$ cat config.mk
export PLATFORM = sky130hd
export DESIGN_NAME = out_uart_tx
export DESIGN_NICKNAME = d
export VERILOG_FILES = /design/src/rtl/out_pkg.sv /design/src/rtl/uart_tx_byte.sv /design/src/rtl/out_uart_tx.sv
export SDC_FILE = /design/constraint.sdc
export NUM_CORES = 1
export LEC_CHECK = 0
export ABC_AREA = 1
export CAP_MARGIN = 20
export CORE_ASPECT_RATIO = 1.2
export CORE_UTILIZATION = 46
export CTS_CLUSTER_DIAMETER = 50
export DETAILED_ROUTE_END_ITERATION = 12
export DONT_BUFFER_PORTS = 1
export GPL_ROUTABILITY_DRIVEN = 0
export PLACE_DENSITY_LB_ADDON = 0.25
export SYNTH_ARGS = -nofsm -noshare
export SYNTH_HDL_FRONTEND = slang
export SYNTH_SLANG_ARGS = --single-unit
$ cat constraint.sdc
create_clock -name clk -period 8.6 [get_ports clk]
set_input_delay 0.43 -clock clk [delete_from_list [all_inputs] [get_ports clk]]
set_output_delay 0.43 -clock clk [all_outputs]
set_load 0.02 [all_outputs]
$ cat src/rtl/out_pkg.sv
// Shared constants, state encodings and the round-robin helper for the
// output-port UART reporter.
package out_pkg;

  localparam int         NUM_PORTS = 16;
  localparam logic [3:0] FRAME_HDR = 4'hA;

  typedef enum logic [1:0] {
    TX_IDLE,
    TX_START,
    TX_DATA,
    TX_STOP
  } tx_state_e;

  typedef enum logic [1:0] {
    FR_IDLE,
    FR_BYTE0,
    FR_BYTE1
  } frame_state_e;

  // Search starts one past the previous winner, so the previous winner is checked last.
  function automatic logic [3:0] rr_pick(input logic [NUM_PORTS-1:0] req,
                                         input logic [3:0]           last);
    logic [3:0] idx;
    logic       found;
    rr_pick = last;
    found   = 1'b0;
    for (int k = 1; k <= NUM_PORTS; k++) begin
      idx = last + 4'(k);
      if (!found && req[idx]) begin
        rr_pick = idx;
        found   = 1'b1;
      end
    end
  endfunction

endpackage

$ cat src/rtl/uart_tx_byte.sv
// 8N1 byte serializer. A start pulse during the last STOP cycle chains the
// next byte directly, with no idle gap between bytes.
module uart_tx_byte
  import out_pkg::*;
#(
  parameter int CLKS_PER_BIT = 868
) (
  input  logic       clk,
  input  logic       reset,
  input  logic       start,
  input  logic [7:0] data_in,
  output logic       tx,
  output logic       busy,
  output logic       done
);

  localparam int               CNT_W     = (CLKS_PER_BIT > 1) ? $clog2(CLKS_PER_BIT) : 1;
  localparam logic [CNT_W-1:0] BAUD_LAST = CNT_W'(CLKS_PER_BIT - 1);

  tx_state_e        state, state_next;
  logic [CNT_W-1:0] baud_cnt;
  logic [2:0]       bit_idx;
  logic [7:0]       shreg;
  logic             bit_end;
  logic             load;

  assign bit_end = (baud_cnt == BAUD_LAST);
  assign load    = start && ((state == TX_IDLE) || ((state == TX_STOP) && bit_end));

  always_ff @(posedge clk or posedge reset) begin
    if (reset) state <= TX_IDLE;
    else       state <= state_next;
  end

  always_ff @(posedge clk or posedge reset) begin
    if (reset) begin
      baud_cnt <= '0;
      bit_idx  <= 3'd0;
      shreg    <= 8'h00;
    end else begin
      if ((state == TX_IDLE) || bit_end) baud_cnt <= '0;
      else                               baud_cnt <= baud_cnt + 1'b1;

      if (state == TX_START)                 bit_idx <= 3'd0;
      else if ((state == TX_DATA) && bit_end) bit_idx <= bit_idx + 3'd1;

      if (load) shreg <= data_in;
    end
  end

  always_comb begin
    state_next = state;
    case (state)
      TX_IDLE:  if (start) state_next = TX_START;
      TX_START: if (bit_end) state_next = TX_DATA;
      TX_DATA:  if (bit_end && (bit_idx == 3'd7)) state_next = TX_STOP;
      TX_STOP:  if (bit_end) state_next = start ? TX_START : TX_IDLE;
      default:  state_next = TX_IDLE;
    endcase
  end

  always_comb begin
    tx   = 1'b1;
    busy = (state != TX_IDLE);
    done = (state == TX_STOP) && bit_end;
    case (state)
      TX_START: tx = 1'b0;
      TX_DATA:  tx = shreg[bit_idx];
      default:  tx = 1'b1;
    endcase
  end

endmodule

$ cat src/rtl/out_uart_tx.sv
// Watches the 16 output-port registers and reports every change as a
// {header, data} frame on a single UART line, serving ports round-robin.
module out_uart_tx
  import out_pkg::*;
#(
  parameter int CLKS_PER_BIT = 868
) (
  input  logic       clk,
  input  logic       reset,
  input  logic       enable,
  input  logic [7:0] out_00,
  input  logic [7:0] out_01,
  input  logic [7:0] out_02,
  input  logic [7:0] out_03,
  input  logic [7:0] out_04,
  input  logic [7:0] out_05,
  input  logic [7:0] out_06,
  input  logic [7:0] out_07,
  input  logic [7:0] out_08,
  input  logic [7:0] out_09,
  input  logic [7:0] out_10,
  input  logic [7:0] out_11,
  input  logic [7:0] out_12,
  input  logic [7:0] out_13,
  input  logic [7:0] out_14,
  input  logic [7:0] out_15,
  output logic       tx,
  output logic       busy
);

  logic [7:0]           port_val [NUM_PORTS];
  logic [7:0]           shadow   [NUM_PORTS];
  logic [NUM_PORTS-1:0] dirty;
  logic [3:0]           last_sel;
  logic [3:0]           winner;
  logic [7:0]           data_q;
  frame_state_e         frame_state, frame_next;
  logic                 capture;
  logic                 byte_start;
  logic                 byte_done;
  logic [7:0]           byte_data;

  assign port_val[0]  = out_00;
  assign port_val[1]  = out_01;
  assign port_val[2]  = out_02;
  assign port_val[3]  = out_03;
  assign port_val[4]  = out_04;
  assign port_val[5]  = out_05;
  assign port_val[6]  = out_06;
  assign port_val[7]  = out_07;
  assign port_val[8]  = out_08;
  assign port_val[9]  = out_09;
  assign port_val[10] = out_10;
  assign port_val[11] = out_11;
  assign port_val[12] = out_12;
  assign port_val[13] = out_13;
  assign port_val[14] = out_14;
  assign port_val[15] = out_15;

  always_comb begin
    dirty = '0;
    for (int i = 0; i < NUM_PORTS; i++) begin
      dirty[i] = (port_val[i] != shadow[i]);
    end
  end

  assign winner  = rr_pick(dirty, last_sel);
  assign capture = (frame_state == FR_IDLE) && enable && (|dirty);

  always_ff @(posedge clk or posedge reset) begin
    if (reset) frame_state <= FR_IDLE;
    else       frame_state <= frame_next;
  end

  // Shadow takes the captured value, so a port that changes mid-frame stays dirty.
  always_ff @(posedge clk or posedge reset) begin
    if (reset) begin
      for (int i = 0; i < NUM_PORTS; i++) begin
        shadow[i] <= 8'h00;
      end
      last_sel <= 4'd15;
      data_q   <= 8'h00;
    end else if (capture) begin
      shadow[winner] <= port_val[winner];
      data_q         <= port_val[winner];
      last_sel       <= winner;
    end
  end

  always_comb begin
    frame_next = frame_state;
    case (frame_state)
      FR_IDLE:  if (capture) frame_next = FR_BYTE0;
      FR_BYTE0: if (byte_done) frame_next = FR_BYTE1;
      FR_BYTE1: if (byte_done) frame_next = FR_IDLE;
      default:  frame_next = FR_IDLE;
    endcase
  end

  always_comb begin
    byte_start = capture || ((frame_state == FR_BYTE0) && byte_done);
    byte_data  = (frame_state == FR_IDLE) ? {FRAME_HDR, winner} : data_q;
  end

  uart_tx_byte #(
    .CLKS_PER_BIT(CLKS_PER_BIT)
  ) u_ser (
    .clk    (clk),
    .reset  (reset),
    .start  (byte_start),
    .data_in(byte_data),
    .tx     (tx),
    .busy   (busy),
    .done   (byte_done)
  );

endmodule
* Yosys cells after proc, flatten, opt, wreduce, memory -nomap -nowiden
Cells that the tools add are included.
** Word-level totals
- Bits in registers :: 165
- Bits of input ports :: 131
- Output and inout port bits :: 2
- Logic and storage cells :: 224
** Operators by class
- $add $sub $neg :: 17
- $lt $le $gt $ge :: 19
- Eq/ne operators :: 30
- Muxes and demuxes :: 86
- Bitwise gates (word level) :: 1
- Reductions and logical operators :: 48
** Operators with widths (number)
- bitwise mux 128 bit :: 1
- != test 8 bit :: 16
- < comparator 4 x 5 -> 1 bit (second input constant) :: 16
- binary-select mux 1 bit (select 4 bit) :: 16
- 2-to-1 mux 4 bit :: 16
- 2-to-1 mux 1 bit :: 33
- adder 4 bit (second input constant) :: 8
- binary-select mux 8 bit (select 4 bit) :: 1
- demux 8 bit (select 4 bit) :: 1
- 2-to-1 mux 8 bit :: 4
- logical AND 1 bit :: 23
- adder 4 x 3 -> 4 bit (second input constant) :: 4
- OR reduction 16 bit :: 1
- logical NOT 1 bit :: 15
- 2-to-1 mux 2 bit :: 7
- adder 10 x 1 -> 10 bit (second input constant) :: 1
- equality test 10 bit (second input constant) :: 1
- 2-to-1 mux 10 bit :: 1
- adder 4 x 2 -> 4 bit (second input constant) :: 2
- != test 2 bit (second input constant) :: 4
- one-hot mux 2 bit (4 select lines) :: 1
- equality test 2 bit (second input constant) :: 3
- 2-to-1 mux 3 bit :: 2
- != test 2 x 1 -> 1 bit (second input constant) :: 3
- 16 further kinds :: 21

* Logic depth before layout (Yosys ltp)
- Depth in word-level cells :: 55
- Mapped depth :: 39
- Depth with buffers taken out :: 36

* Modules after synthesis
Synthesis repeated with hierarchy kept, for this count alone.
** Unflattened totals
- Cells, all modules :: 1971
- Area, all modules :: 12590.8 um^2
** By module, submodules not included
- out_uart_tx :: instances 1, cells an instance 1818, area each 11345.9 um^2, sequential area each 3558.4 um^2
- uart_tx_byte :: instances 1, cells an instance 153, area each 1244.9 um^2, sequential area each 575.6 um^2

* Least setup slack after synthesis
Ideal clock, no wire load.
- Path kind :: flip-flop to flip-flop
- From :: reg last_sel[1]
- To :: reg data_q[1]
- Library setup time :: 120 ps
- Arrival :: 4054 ps
- Data required time :: 8480 ps
- Slack :: 4426 ps
- Cell stages (with the launch flop) :: 36
- Path buffers :: 5
- Period minus slack after synthesis :: 4174 ps
- Cell sequence :: dfstp_2 inv_1 clkbuf_1 ha_1 inv_1 clkbuf_1 nand3_1 nand3_1 nand2_1 o21ai_1 inv_2 nand3_2 nor2_4 nand2_1 nand2_1 clkinv_1 nand2_1 inv_2 nand2_1 inv_2 nand2_1 inv_2 nand3_4 nand2_8 inv_4 buf_6 buf_6 nand2_1 nand2_1 nand2_1 nand2_1 nand2_1 nand2_2 buf_6 o21ai_1 nand2_1
** Between the ends
- Longest elaborated chain between the ends :: 53
- Elaborated cells on any way between the ends :: 112
- Classes of those cells :: add/sub: 15; mux: 66; bitwise: 1; reduce/logical: 30
** RTL lines
- from (decl) :: line out_uart_tx.sv:34 : logic [3:0] last_sel;
- from (signal assigned) :: line out_uart_tx.sv:86 : last_sel <= winner;
- adder 4 x 1 -> 4 bit :: line out_pkg.sv:29 : idx = last + 4'(k);
- binary-select mux 1 bit (select 4 bit) :: line out_pkg.sv:30 : if (!found && req[idx]) begin
- 2-to-1 mux 1 bit (implied by the code) :: line out_pkg.sv:30
- 2-to-1 mux 1 bit :: line out_pkg.sv:30
- logical NOT 1 bit :: line out_pkg.sv:30
- logical AND 1 bit :: line out_pkg.sv:30
- 2-to-1 mux 1 bit :: line out_pkg.sv:30
- logical NOT 1 bit :: line out_pkg.sv:30
- (+36 left out)
- logical AND 1 bit :: line out_pkg.sv:30
- 2-to-1 mux 1 bit :: line out_pkg.sv:30
- logical NOT 1 bit :: line out_pkg.sv:30
- logical AND 1 bit :: line out_pkg.sv:30
- 2-to-1 mux 4 bit (*) :: line out_pkg.sv:30
- NOT 4 -> 5 bit (implied by the code) (*) :: line out_uart_tx.sv:85 : data_q <= port_val[winner];
- binary-select mux 8 bit (select 4 bit) (*) :: line out_uart_tx.sv:85
- 2-to-1 mux 8 bit (implied by the code) (*) (2 in a row) :: line out_uart_tx.sv:85
- to (signal assigned) :: line out_uart_tx.sv:85
- to (decl) :: line out_uart_tx.sv:36 : logic [7:0] data_q;
Mark *: on every way between the ends. The rest lies on a longest branch, timed or not. The select of a mux whose other input is x is not followed.
A chain may end at the register's enable or synchronous reset.

* Worst setup path in the final report
- From :: reg last_sel[0]
- To :: reg shadow[60] in the netlist's numbering
** Between the ends
- Longest elaborated chain between the ends :: 55
- Elaborated cells on any way between the ends :: 118
- Classes of those cells :: add/sub: 15; order compare: 2; mux: 69; bitwise: 1; reduce/logical: 31
** RTL lines
- adder 4 x 1 -> 4 bit :: line out_pkg.sv:29
- binary-select mux 1 bit (select 4 bit) :: line out_pkg.sv:30
- 2-to-1 mux 1 bit (implied by the code) :: line out_pkg.sv:30
- 2-to-1 mux 1 bit :: line out_pkg.sv:30
- logical NOT 1 bit :: line out_pkg.sv:30
- logical AND 1 bit :: line out_pkg.sv:30
- 2-to-1 mux 1 bit :: line out_pkg.sv:30
- logical NOT 1 bit :: line out_pkg.sv:30
- (+39 left out)
- logical AND 1 bit :: line out_pkg.sv:30
- 2-to-1 mux 4 bit (*) :: line out_pkg.sv:30
- NOT 4 -> 5 bit (implied by the code) (*) :: line out_uart_tx.sv:84 : shadow[winner] <= port_val[winner];
- greater-or-equal comparator 5 bit (implied by the code) or < comparator 5 x 1 -> 1 bit (tied branches) :: line out_uart_tx.sv:84
- logical AND 1 bit (implied by the code) :: line out_uart_tx.sv:84
- 2-to-1 mux 8 bit (implied by the code) :: line out_uart_tx.sv:84
- demux 8 bit (select 4 bit) :: line out_uart_tx.sv:84
- bitwise mux 128 bit (*) :: line out_uart_tx.sv:84
- to (signal, indexed assignment) :: line out_uart_tx.sv:84
- to (decl) :: line out_uart_tx.sv:32 : logic [7:0] shadow [NUM_PORTS];
Marked as above.

==> results by group <==
STA
  • Max-slew headroom at the worst pin: 22.31%
  • Worst hold slack after final layout: 457.5 ps
  • Setup TNS Final: 0 ps
  • Shortest clock period the worst path allows after layout: 7070 ps
  • Max Clock Freq: 141.4 MHz
  • RSZ-0062 raised after global routing: no
  • Worst-margin pin slew: 1163 ps
  • Final Hold Fails: 0
  • Final setup vio count: 0
  • Ratio of final minimum period to clock period: 82.21%
  • Pins Over Slew Limit: 0
  • Maximum clock skew at final layout: 12.33 ps

CTS
  • Clock latency on the worst-skew pair: 450 ps
  • H-tree depth reported by CTS: 4
  • Clock input transition at the sequential cells of the worst setup and hold paths: 70 ps
  • CTS root buffer: clkbuf_16
  • Largest buffer count on any clock path: 2
  • Clock sink total: 165
  • TritonCTS buffer count: 17
  • Resized cells post-CTS: 0
  • TritonCTS clock tree: yes
  • Post-CTS setup buffer count: 0

Logic synthesis
  • Library cell with the largest summed area after synthesis: dfrtp_1
  • Post-synthesis average cell area: 6.585 µm²
  • Share of the synthesized area in the top cell type: 31.87%
  • Share of flip-flops with an asynchronous set or reset after synthesis: 100.0%
  • Post-Synthesis Cells: 1920
  • Post-Synthesis Cell Area: 12640 µm²
  • Area contributors post-synth: dfrtp_1 32%, nand2_1 24%, nand3_1 8.2%
  • Yosys Warn Count: 0
  • Number of enable-type register cells in the synthesized netlist: 0
  • Number of synthesized register bits: 165
  • Synth Net Count: 2065
  • Sequential area share after synthesis: 32.70%
  • Prevailing post-synth register cell: dfrtp_1
  • Unique cell type count in the Yosys netlist: 47

Setup path
  • Worst R2R Path Depth: 24
  • Critical path data required time: 8980 ps
  • Critical path endpoint category: flip-flop
  • Arrival time at the worst endpoint: 7450 ps
  • List of cells traversed by the critical path: inv_1 -> ha_1 -> inv_1 -> nand3_1 -> nand3_1 -> nand3_1 -> nand2_2 -> nor2_4 -> nand2_4 -> nor2_8 -> nand4_4 -> nor2_4 -> nand4_2 -> nor2_4 -> nand4_4 -> inv_2 -> nand2_2 -> nand2_2 -> nand2_1 -> nand2_1 -> nand2_1 -> nand2_1 -> o21ai_0 -> nand2_1
  • Worst-path cell with the longest stage delay: dfstp_2
  • Startpoint-to-endpoint class of the critical path: reg2reg
  • Max FO, Critical Path: 37
  • Slowest stage delay, CP: 960 ps
  • Crit path launch type: flip-flop
  • Most Frequent Cell on Critical Path: nand2_1

Placed design
  • Placed wire-length estimate after detailed placement: 32.22 mm
  • Count of input and output buffers: 0
  • Total placed cells including tap cells: 2208

Run status
  • Result of the run: finished, final reports clean

Floorplanning
  • Effective utilization at floorplan: 46.68%
  • Die Height: 183.6 µm
  • Area of the core: 27090 µm²
  • Die Span X: 153.3 µm
  • Area of the die: 28150 µm²
  • Num ports: 133
  • Row cnt: 66

Final layout
  • Fin util: 49.03%
  • Final-layout fill cell count: 2805
  • Area added between synthesis and finish: 5.047%
  • # diodes: 0
  • Fin cells: 2241
  • Fraction of final layout cells with drive strength greater than 1: 7.996%
  • Fin nets: 2033

Global routing
  • Wire length of the first global-routing pass: 67.64 mm
  • Initial antenna violation count: 0
  • Total routing resource utilization after global routing: 31.55%
  • Overflow left after global routing: 0
  • Number of global-route vias before repair: 12340
  • Maximum number of pins on one net before global-route repair: 62

Route
  • Highest metal layer with signal wires: met4
  • Iter 0 DRT Violations: 1205
  • Remaining antenna violation count: 0
  • Routed met1 length: 17.19 mm
  • Ratio of routed vias to standard cells: 5.686
  • Vias: 12740
  • Metal2 WL: 20.34 mm
  • Final Routed Wirelength: 44.09 mm
  • Met3 Routed Length: 3.706 mm
  • Detailed-router iteration count before antenna repair: 6
  • Average wire per cell in the routed design: 19.68 µm
  • Post-route DRC violation count: 0

Hold path
  • Hold path depth: 1
  • HP Class: reg2reg

Job
  • Max-cap viol count: 0

Pwr
  • Static leakage power: 0.006954 µW
  • Power Dens Cells: 125.9 nW/µm²
  • Peak ir drop on the vdd network: 0.1332 mV
[report_power, final]
group          internal (µW)  switching (µW)  total [µW]
Clock                    437             341         778
Combinational           38.1            80.0         118
Sequential               776               0         776
Total                   1250             421        1670
[metrics by stage]
step / power, µW / worst slack [ps] / cell area [µm²]
after global routing: 1715 / 1089 / 13280
after detailed placement: 905.4 / 1809 / 12690
final: 1672 / 1530 / 13280
after CTS: 1674 / 1789 / 13280
after floorplan: 876.1 / 3715 / 12640
after global placement: 904.6 / 2006 / 12690
[kinds of logic after synthesis]
group | share of synthesized area (%)
AOI/OAI and AO/OA | 8.926
xor gates and xnor gates | 6.838
adders and majority gates | 1.385
buffers and inverters | 8.511
DFF | 32.70
and+or+nand+nor | 41.64
[state kept, by name, summed over array words and instances, names as in the netlist]
name / cells
last_sel: 4
u_ser.shreg: 8
u_ser.state: 2
data_q: 8
frame_state: 2
u_ser.baud_cnt: 10
shadow: 128
u_ser.bit_idx: 3
[critical path: cells and delay by family, from the launching register on]
| kind | cells | cell delay, ps |
|---|---|---|
| simple gates | 19 | 4060 |
| buf+inv | 3 | 1030 |
| flops | 1 | 960 |
| fa+ha+maj | 1 | 720 |
| compound gates | 1 | 210 |
[Yosys cell counts (17+ instances only)]
library cell    n
dfrtp_1       161
buf_2          19
inv_1         144
nor2_2         17
nor2_1         66
nor2_4         17
xnor2_1        91
nand4_1        22
buf_6          17
o21ai_1       103
nand3_1       207
nand2_1       802
inv_2          28
o21ai_0        80
nand2_2        23
a21oi_1        18
[area by class of cell]
class                   instances  area, µm²  share of cell area (%)
well taps                     340      425.4                   3.203
clock buffers                  21      450.4                   3.391
clock inverters                11      127.6                  0.9609
repair buffers                  4      32.53                  0.2449
multi-input cells            1522       7433                   55.97
inverters                     178      678.2                   5.106
flip-flops and latches        165       4134                   31.13
[timing repair]
item                                    4_1_cts  5_1_grt
endpoints found under the setup margin        0        0
hold buffers                                  1        0
endpoints found under the hold margin        49        0
[final timing paths]
| path | start | endpoint | slack [ps] |
|---|---|---|---|
| min in group asynchronous | reset | shadow[6]$_DFFE_PP0P_ | 520 |
| worst max-delay path | last_sel[0]$_DFFE_PP1P_ | shadow[60]$_DFFE_PP0P_ | 1530 |
| max in group asynchronous | reset | shadow[58]$_DFFE_PP0P_ | 6880 |
| worst max register to register | last_sel[0]$_DFFE_PP1P_ | shadow[60]$_DFFE_PP0P_ | 1530 |
| worst min register to register | u_ser.baud_cnt[0]$_DFF_PP0_ | u_ser.baud_cnt[0]$_DFF_PP0_ | 460 |
| worst min-delay path | u_ser.baud_cnt[0]$_DFF_PP0_ | u_ser.baud_cnt[0]$_DFF_PP0_ | 460 |
[routing by layer]
metal | vias up | global-route usage, %
li1 | 6040 | -
met1 | 5918 | 36.37
met2 | 619 | 52.00
met3 | 165 | 7.638
met4 | 0 | 21.64
met5 | - | 0
[cell usage in the layout (no fill, tap or decap), types with 11 or more instances in the layout]
cell         n
nand4_1     22
inv_2       28
clkbuf_16   17
nand2_2     23
dfrtp_1    161
o21ai_0     80
nand2_1    802
ha_1        14
nor2_2      17
o21ai_1    103
nor2_1      66
a21oi_1     18
nand3_1    207
xnor2_1     91
nor2_4      17
inv_1      143
nor3_1      11
Note: power is estimated with default switching activity, not from simulation.
